[src/rtl/layer_sequencer.sv]
`default_nettype none
// ============================================================================
// Module   : layer_sequencer
// Purpose  : Per-layer scheduler (load -> conv -> optional pool -> next) with
//            ping-pong buffer select and a per-phase watchdog.
// Revision : 1.0
// ============================================================================
module layer_sequencer #(
    parameter int                    NUM_LAYERS = 5,
    parameter int                    LIDX_W     = 3,
    parameter logic [NUM_LAYERS-1:0] POOL_MASK  = 5'b10011,
    parameter int                    TIMEOUT    = 65535,
    parameter int                    WD_W       = 16
) (
    input  logic              clk1,
    input  logic              rst_n,
    input  logic              start,
    input  logic              abort,
    input  logic              load_done,
    input  logic              end_conv,
    input  logic              pool_done,
    output logic              load_req,
    output logic              start_conv,
    output logic              pool_start,
    output logic [LIDX_W-1:0] layer_idx,
    output logic              buf_sel,
    output logic              busy,
    output logic              net_done,
    output logic              err,
    output logic [1:0]        err_code
);

    typedef enum logic [2:0] {
        S_IDLE = 3'd0,
        S_LOAD = 3'd1,
        S_CONV = 3'd2,
        S_POOL = 3'd3,
        S_NEXT = 3'd4,
        S_ERR  = 3'd5
    } state_e;

    localparam logic              WD_EN    = (TIMEOUT != 0);
    localparam logic [WD_W-1:0]   WD_LAST  = (TIMEOUT > 0) ? WD_W'(TIMEOUT - 1) : '0;
    localparam logic [LIDX_W-1:0] LAST_IDX = LIDX_W'(NUM_LAYERS - 1);

    state_e            state_q, state_d;
    logic [WD_W-1:0]   wd_q, wd_d;
    logic              end_conv_q, end_conv_d;
    logic              load_req_q, load_req_d;
    logic              start_conv_q, start_conv_d;
    logic              pool_start_q, pool_start_d;
    logic [LIDX_W-1:0] layer_idx_q, layer_idx_d;
    logic              buf_sel_q, buf_sel_d;
    logic              busy_q, busy_d;
    logic              net_done_q, net_done_d;
    logic              err_q, err_d;
    logic [1:0]        err_code_q, err_code_d;

    logic              conv_edge;
    logic              wd_expired;
    logic              pool_sel;

    always_comb begin
        conv_edge  = end_conv && !end_conv_q;
        wd_expired = WD_EN && (wd_q == WD_LAST);
        end_conv_d = end_conv;

        pool_sel = 1'b0;
        for (int i = 0; i < NUM_LAYERS; i++) begin
            if (layer_idx_q == LIDX_W'(i)) pool_sel = POOL_MASK[i];
        end

        state_d      = state_q;
        wd_d         = wd_q;
        layer_idx_d  = layer_idx_q;
        buf_sel_d    = buf_sel_q;
        err_code_d   = err_code_q;
        start_conv_d = 1'b0;
        pool_start_d = 1'b0;
        net_done_d   = 1'b0;

        case (state_q)
            S_IDLE: begin
                if (start) begin
                    state_d     = S_LOAD;
                    layer_idx_d = '0;
                    buf_sel_d   = 1'b0;
                    wd_d        = '0;
                end
            end
            S_LOAD: begin
                if (load_done) begin
                    state_d      = S_CONV;
                    start_conv_d = 1'b1;
                    wd_d         = '0;
                end else if (wd_expired) begin
                    state_d    = S_ERR;
                    err_code_d = 2'd1;
                end else begin
                    wd_d = wd_q + WD_W'(1);
                end
            end
            S_CONV: begin
                // A level already high when CONV is entered is not an edge.
                if (conv_edge) begin
                    if (pool_sel) begin
                        state_d      = S_POOL;
                        pool_start_d = 1'b1;
                        wd_d         = '0;
                    end else begin
                        state_d = S_NEXT;
                    end
                end else if (wd_expired) begin
                    state_d    = S_ERR;
                    err_code_d = 2'd2;
                end else begin
                    wd_d = wd_q + WD_W'(1);
                end
            end
            S_POOL: begin
                if (pool_done) begin
                    state_d = S_NEXT;
                end else if (wd_expired) begin
                    state_d    = S_ERR;
                    err_code_d = 2'd3;
                end else begin
                    wd_d = wd_q + WD_W'(1);
                end
            end
            S_NEXT: begin
                if (layer_idx_q == LAST_IDX) begin
                    state_d    = S_IDLE;
                    net_done_d = 1'b1;
                end else begin
                    state_d     = S_LOAD;
                    layer_idx_d = layer_idx_q + LIDX_W'(1);
                    buf_sel_d   = ~buf_sel_q;
                    wd_d        = '0;
                end
            end
            S_ERR: begin
                state_d = S_ERR;
            end
            default: begin
                state_d = S_IDLE;
            end
        endcase

        if (abort) begin
            state_d      = S_IDLE;
            wd_d         = '0;
            layer_idx_d  = '0;
            buf_sel_d    = 1'b0;
            err_code_d   = 2'd0;
            start_conv_d = 1'b0;
            pool_start_d = 1'b0;
            net_done_d   = 1'b0;
        end

        // Level outputs follow the next state so they are registered with it.
        load_req_d = (state_d == S_LOAD);
        busy_d     = (state_d != S_IDLE) && (state_d != S_ERR);
        err_d      = (state_d == S_ERR);
    end

    always_ff @(posedge clk1 or negedge rst_n) begin
        if (!rst_n) begin
            state_q      <= S_IDLE;
            wd_q         <= '0;
            end_conv_q   <= 1'b0;
            load_req_q   <= 1'b0;
            start_conv_q <= 1'b0;
            pool_start_q <= 1'b0;
            layer_idx_q  <= '0;
            buf_sel_q    <= 1'b0;
            busy_q       <= 1'b0;
            net_done_q   <= 1'b0;
            err_q        <= 1'b0;
            err_code_q   <= 2'd0;
        end else begin
            state_q      <= state_d;
            wd_q         <= wd_d;
            end_conv_q   <= end_conv_d;
            load_req_q   <= load_req_d;
            start_conv_q <= start_conv_d;
            pool_start_q <= pool_start_d;
            layer_idx_q  <= layer_idx_d;
            buf_sel_q    <= buf_sel_d;
            busy_q       <= busy_d;
            net_done_q   <= net_done_d;
            err_q        <= err_d;
            err_code_q   <= err_code_d;
        end
    end

    assign load_req   = load_req_q;
    assign start_conv = start_conv_q;
    assign pool_start = pool_start_q;
    assign layer_idx  = layer_idx_q;
    assign buf_sel    = buf_sel_q;
    assign busy       = busy_q;
    assign net_done   = net_done_q;
    assign err        = err_q;
    assign err_code   = err_code_q;

endmodule
`default_nettype wire

[config.mk]
export PLATFORM = sky130hd
export DESIGN_NAME = layer_sequencer
export DESIGN_NICKNAME = d
export VERILOG_FILES = /design/src/rtl/layer_sequencer.sv
export SDC_FILE = /design/constraint.sdc
export NUM_CORES = 1
export LEC_CHECK = 0
export ABC_AREA = 1
export BUFFER_PORTS_ARGS = -buffer_cell sky130_fd_sc_hd__buf_2
export CELL_PAD_IN_SITES_DETAIL_PLACEMENT = 1
export CELL_PAD_IN_SITES_GLOBAL_PLACEMENT = 1
export CORE_MARGIN = 2
export CORE_UTILIZATION = 45
export CTS_BUF_LIST = sky130_fd_sc_hd__clkbuf_2 sky130_fd_sc_hd__clkbuf_4 sky130_fd_sc_hd__clkbuf_8
export DETAILED_ROUTE_END_ITERATION = 10
export GPL_TIMING_DRIVEN = 0
export PLACE_DENSITY = 0.88
export SLEW_MARGIN = 25
export SYNTH_ARGS = -nofsm -noshare
export SYNTH_HDL_FRONTEND = slang
export SYNTH_SLANG_ARGS = --single-unit
[constraint.sdc]
create_clock -name clk1 -period 4.31 [get_ports clk1]
set_clock_uncertainty 0.2 [all_clocks]
set_input_delay 0.2155 -clock clk1 [delete_from_list [all_inputs] [get_ports clk1]]
set_output_delay 0.2155 -clock clk1 [all_outputs]
set_load 0.03 [all_outputs]
==> metrics.txt, run 1 <==
status completed; vias in the first global route 2028; Area growth, synth to finish 14.05%; Overflow after GRT 0; fin crit share between 50% and 60%; Initial DRC Count 71; Std-Cell Core Area 4324 um2; Max Cap Violations 0; largest net degree at the start of global routing 33; Switching Fraction 26.43%; Unique masters post-synth 24; CTS tree done; Clock Latency Late Sink 0.29 ns; Mapped Area 2012 um2; row count 24; Max clock buf depth 2; sw power around 0.17 mW; GP Congestion ~0.90; TritonCTS Buffers 5; Final HPWL DP 3.808 mm; headroom to the max-slew limit between 50% and 60%; clock share of power between 30% and 40%; Slew Viols, Final 0; drt wl/cell roughly 13 um; routed vias 1868; Post-DRT Antenna Nets 0; RSZ-0062 raised after global routing false; first-pass GRT wire length between 8 and 9 mm; num ports 19; Total GRT Usage 22.61%; setup_tns 0 ns; sequential share of power slightly below 50%; total iterations of the first detailed-routing run 4; sequential fraction of the synthesis area 39.80%; synth warn 0; fraction of layout cells with a size suffix above 1 16.24%; Max Fclk between 0.4 and 0.5 GHz; port bufs 18; Syn Nets 299; final setup fails 0; fin crit period 2.290 ns; die width 70.87 um; Req. time, crit path 4.28 ns; utilization after layout between 50 and 60%; leakage 1.199 nW; final hold vios 0; crit path max fanout 10; Startpoint Class flop; Root Buffer clkbuf_8; Resize count post-CTS 0; Reg clk slew, reported paths around 0.060 ns; Hold Crit Class input pin to flop; crit path DAT roughly 2.3 ns; Gate power share 12.2%; Final nets between 300 and 400; Cells after Synth 285; CTS sink cnt 32; Slew @ Worst Pin 0.7286 ns; initial core utilization 46.53%; initial antenna violation count 0; antenna cells 0; worst hold margin just over 0.04 ns; Syn Area/Cell 7.059 um2; #FFs+latches synth 32; drt via density 5.104; Crit Path Category flop to flop; P_int 0.4731 mW; Die H 70.87 um; wirelength, routed 4.916 mm; crit end category flop; DRC viols 0; pwr/cell area 280.2 nW/um2; Worst IR Drop VDD ~0.23 mV; CTS H-tree depth 2; die area 5022 um2
critical path, stage by stage, from the launching register on:
cell and delay (ns):
dfrtp_1 0.44, ha_1 0.23, ha_1 0.18, nor2_1 0.09, nand3_1 0.08, nand2_1 0.15, inv_1 0.07, nand2_2 0.09
nand3_4 0.12, buf_6 0.18, nor2_4 0.15, nand3_1 0.10, nand2_1 0.07, nor2_1 0.04
repair_timing:
action,CTS,global route
hold buffers,3,0
buffers inserted,0,0
hold endpoints to repair,34,0
registers in the layout, indices dropped and copies added, names as in the netlist:
| register | flops |
|---|---|
| end_conv_q | 1 |
| net_done | 1 |
| buf_sel | 1 |
| load_req | 1 |
| state_q | 3 |
| pool_start | 1 |
| err_code | 2 |
| busy | 1 |
| wd_q | 16 |
| layer_idx | 3 |
| err | 1 |
| start_conv | 1 |
metal layers:
metal	global-route usage, %	up-vias	wire, um
met5	0	-	0
met4	8.176	0	97
met3	4.416	8	97
met2	41.33	18	2608
met1	26.13	909	2112
li1	-	933	-
cells in the final DEF, fill, tap and decap left out, types with 2 or more instances in the layout:
master | Yosys | routed
nand2_2 | 2 | 2
buf_2 | 0 | 18
nor2_1 | 47 | 47
nor2_4 | 7 | 7
nand2_1 | 83 | 83
a21oi_1 | 13 | 13
nor3_2 | 2 | 2
nor3_1 | 6 | 6
inv_1 | 43 | 43
dlygate4sd3_1 | 0 | 3
ha_1 | 7 | 7
nor2_2 | 4 | 4
clkbuf_4 | 0 | 2
inv_2 | 5 | 5
clkbuf_8 | 0 | 6
dfrtp_1 | 32 | 32
buf_6 | 2 | 2
nand3_1 | 15 | 15
o21ai_0 | 8 | 8
power by group through the flow:
stage | clock (mW) | combinational, mW | sequential, mW
2_1_floorplan | 0 | 0.0436 | 0.325
3_3_place_gp | 0 | 0.0747 | 0.317
3_5_place_dp | 0 | 0.0771 | 0.318
4_1_cts | 0.263 | 0.0797 | 0.312
5_1_grt | 0.271 | 0.0891 | 0.313
6_report | 0.253 | 0.0782 | 0.312
path summary, 6_finish.rpt:
kind / startpoint / endpoint / slack, ns / cells past startpoint
worst max-delay path: layer_idx[0] / wd_q[15] / 2.02 / 13
max in group asynchronous: rst_n / err_code[0] / 3.12 / 2
worst min register to register: err_code[0] / err_code[0] / 0.29 / 2
min in group asynchronous: rst_n / wd_q[10] / 0.32 / 2
worst max register to register: layer_idx[0] / wd_q[15] / 2.02 / 13
worst min-delay path: load_done / start_conv / 0.04 / 3
cell families (layout without fill, tap and decap cells):
logic type / after synthesis / after routing / synth area share, %
fa+ha+maj: 7 / 7 / 4.353
buf+inv: 50 / 79 / 10.07
flops: 32 / 32 / 39.80
compound gates: 26 / 26 / 7.339
simple gates: 170 / 170 / 38.43
cells in the mapped netlist:
cell      count  area (um2)
nand3_1      15       75.07
nand3_4       1       17.52
nand2_2       2       12.51
ha_1          7       87.58
a21oi_1      13       65.06
a21oi_4       1       16.27
nor3_2        2       20.02
buf_6         2       22.52
a21boi_0      1       7.510
o21ai_1       1       5.000
inv_1        43       161.4
nor2_4        7       78.83
o211ai_1      1       7.510
nand2_1      83       311.6
nand3b_1      1       7.510
inv_2         5       18.77
dfrtp_1      32       800.8
o21ai_0       8       40.04
nor3b_2       1       12.51
o22ai_1       1       6.260
nor3_1        6       30.03
nor2_1       47       176.4
nor2_2        4       25.02
nand4_1       1       6.260
layout make-up:
| cell class | instances | area, um2 |
|---|---|---|
| Clock buffer | 8 | 97.59 |
| Multi-Input combinational cell | 203 | 1008 |
| Fill cell | 586 | 2029 |
| Buffer | 2 | 22.52 |
| Tap cell | 52 | 65.06 |
| Inverter | 48 | 180.2 |
| Sequential cell | 32 | 800.8 |
| Timing Repair Buffer | 21 | 120.1 |
through the flow:
step	power, mW	std cells	setup WS, ns	area [um2]
global placement	0.3920	355	2.091	2167
global route	0.6733	366	1.830	2295
CTS	0.6547	366	1.990	2295
detailed placement	0.3947	355	2.025	2167
finish	0.6430	366	2.020	2295
floorplan	0.3681	285	2.142	2012
No activity file was read; power rests on OpenSTA's default activity.
==> inputs of run 2 (changes only) <==
--- a/config.mk
+++ b/config.mk
@@ -10,11 +10,11 @@
 export CELL_PAD_IN_SITES_DETAIL_PLACEMENT = 1
 export CELL_PAD_IN_SITES_GLOBAL_PLACEMENT = 1
 export CORE_MARGIN = 2
-export CORE_UTILIZATION = 45
+export CORE_UTILIZATION = 44
 export CTS_BUF_LIST = sky130_fd_sc_hd__clkbuf_2 sky130_fd_sc_hd__clkbuf_4 sky130_fd_sc_hd__clkbuf_8
 export DETAILED_ROUTE_END_ITERATION = 10
 export GPL_TIMING_DRIVEN = 0
-export PLACE_DENSITY = 0.88
+export PLACE_DENSITY = 0.86
 export SLEW_MARGIN = 25
 export SYNTH_ARGS = -nofsm -noshare
 export SYNTH_HDL_FRONTEND = slang
==> constraint.sdc (replaced) <==
create_clock -name clk1 -period 2.3 [get_ports clk1]
set_clock_uncertainty 0.2 [all_clocks]
set_input_delay 0.115 -clock clk1 [delete_from_list [all_inputs] [get_ports clk1]]
set_output_delay 0.115 -clock clk1 [all_outputs]
set_load 0.03 [all_outputs]
==> run 2 against run 1 <==
Count of clock-buffer cells in the layout fell by 3; sequential share of layout area is 1.0 points lower; largest cell class unchanged; utilization up 0.90 points; final cell count rose by 1.1%.
==> metrics.txt, run 2 (synthesized netlist as in run 1, its figures left out) <==
status completed; Req. time, crit path 2.25 ns (-2.03 ns); port bufs 18 (unchanged); CTS sink cnt 32 (unchanged); fin crit share 95.77% (+43 points); antenna cells 0 (unchanged); Root Buffer clkbuf_8; placed cells 355 (unchanged); worst path cell trace ha_2 > ha_2 > nor2_2 > nand3_2 > nand2_2 > inv_2 > nand2_2 > nand3_4 > buf_4 > clkbuf_16 > nor3_1 > nor3_1; CP max stage cell dfrtp_2; drt wl/cell 13.68 um (+1.9%); num ports 19 (unchanged); die area 5129 um2 (+2.1%); final hold vios 0 (unchanged); Max clock buf depth 2 (unchanged); DRC viols 0 (unchanged); vias in the first global route 1911 (-5.8%); die width 71.62 um (+1.1%); Slew @ Worst Pin 0.7504 ns (+0.02184 ns); Clock Latency Late Sink 0.28 ns (about the same); max reg flops 16 (unchanged); Reg clk slew, reported paths 0.06 ns (about the same); Top Family by Delay on Critical Path simple AND/OR/NAND/NOR gates; DP Area 2167 um2 (unchanged); Hold Crit Class input pin to flop; initial antenna violation count 0 (unchanged); CTS tree done; Area growth, synth to finish 17.60%; Startpoint Class flop; overall power 1.124 mW (+75%); Place WS -0.007565 ns (-2.032 ns); fraction of layout cells with a size suffix above 1 20.13% (+3.9 points); Crit path largest cell delay 0.44 ns (about the same); headroom to the max-slew limit 49.97% (-1.5 points); setup_tns 0 ns (unchanged); Die H 71.62 um (+1.1%); initial core utilization 45.89% (-0.64 points); Max Fclk 0.4540 GHz (+3.9%); Slew Viols, Final 0 (unchanged); Initial DRC Count 53 (-25%); crit path DAT 2.15 ns (-0.11 ns); Final nets 334 (+2.1%); wirelength, routed 5.062 mm (+3.0%); first-pass GRT wire length 8.404 mm (-6.4%); Std-Cell Core Area 4384 um2 (+1.4%); routed vias 1852 (-0.86%); final instance area 2366 um2 (+3.1%); utilization after layout 53.97% (+0.90 points); most frequent cells in the layout nand2_1, nor2_1, inv_1; Crit Path Category flop to flop; Final HPWL DP 3.737 mm (-1.9%); worst hold margin 0.05499 ns (+0.01460 ns); Overflow after GRT 0 (unchanged); TritonCTS Buffers 5 (unchanged); largest net degree at the start of global routing 33 (unchanged); GP Congestion 0.8741 (-3.1%); crit end category flop; row count 24 (unchanged); pwr/cell area 475.1 nW/um2 (+70%); commonest non-fill, non-tap cell in the layout nand2_1; Final Worst Setup Slack 0.09737 ns (-1.923 ns); fin crit period 2.203 ns (-0.08695 ns); Max Cap Violations 0 (unchanged); drt via density 5.005 (-1.9%); CP bufs+invs 3 (+1); crit path max fanout 5 (-5); leakage 1.227 nW (+2.3%); Worst IR Drop VDD 0.2699 mV (+20%); total iterations of the first detailed-routing run 4 (unchanged); register name with the most flops wd_q; Total GRT Usage 21.11% (-1.5 points); Non-Filler Instances 370 (+1.1%); Post-DRT Antenna Nets 0 (unchanged); final setup fails 0 (unchanged); CTS H-tree depth 2 (unchanged)
## run 2: power by group
part / switching [mW] / total [mW] / internal (mW)
clock: 0.186 / 0.380 / 0.195
combinational: 0.106 / 0.159 / 0.0526
sequential: 0.00907 / 0.585 / 0.576
total: 0.301 / 1.12 / 0.823
## run 2: metal layers
metal | vias to the layer above | track usage, % | share of wire, %
li1 | 938 | - | -
met1 | 892 | 24.93 | 42
met2 | 15 | 38.17 | 55
met3 | 7 | 3.797 | 1.8
met4 | 0 | 7.547 | 1.4
met5 | - | 0 | 0
## run 2: final timing paths
path                              start            to  slack [ns]  cells after the start
max                        layer_idx[0]       wd_q[9]         0.1                     12
min                           load_done    state_q[1]        0.05                      5
max reg2reg                layer_idx[0]       wd_q[9]         0.1                     12
min reg2reg                 err_code[0]   err_code[0]        0.31                      2
max in group asynchronous         rst_n  layer_idx[0]        1.14                      2
min in group asynchronous         rst_n       wd_q[1]        0.24                      2
## run 2: cell type report
type                       count  area (um2)
buffer                         2       26.28
clock buffer                   5       68.82
fill                         579        2018
inverter                      48       180.2
multi-input combinational    203        1031
sequential                    32       802.0
tap                           52       65.06
timing repair buffer          28       192.7
## run 2: timing repair
action / 4_1_cts / 5_1_grt
hold buffers: 4 / 0
hold endpoints to repair: 34 / 0
setup buffers: 1 / 4
gates cloned: 0 / 1
pin swaps: 0 / 9
gates resized for setup: 1 / 10
setup endpoints to repair: 1 / 12
## run 2: tightest hold or removal path: stages
cell and delay (ns):
buf_2 0.09, nand2_1 0.07, nand3_1 0.10, nand2_1 0.07
inv_1 0.05
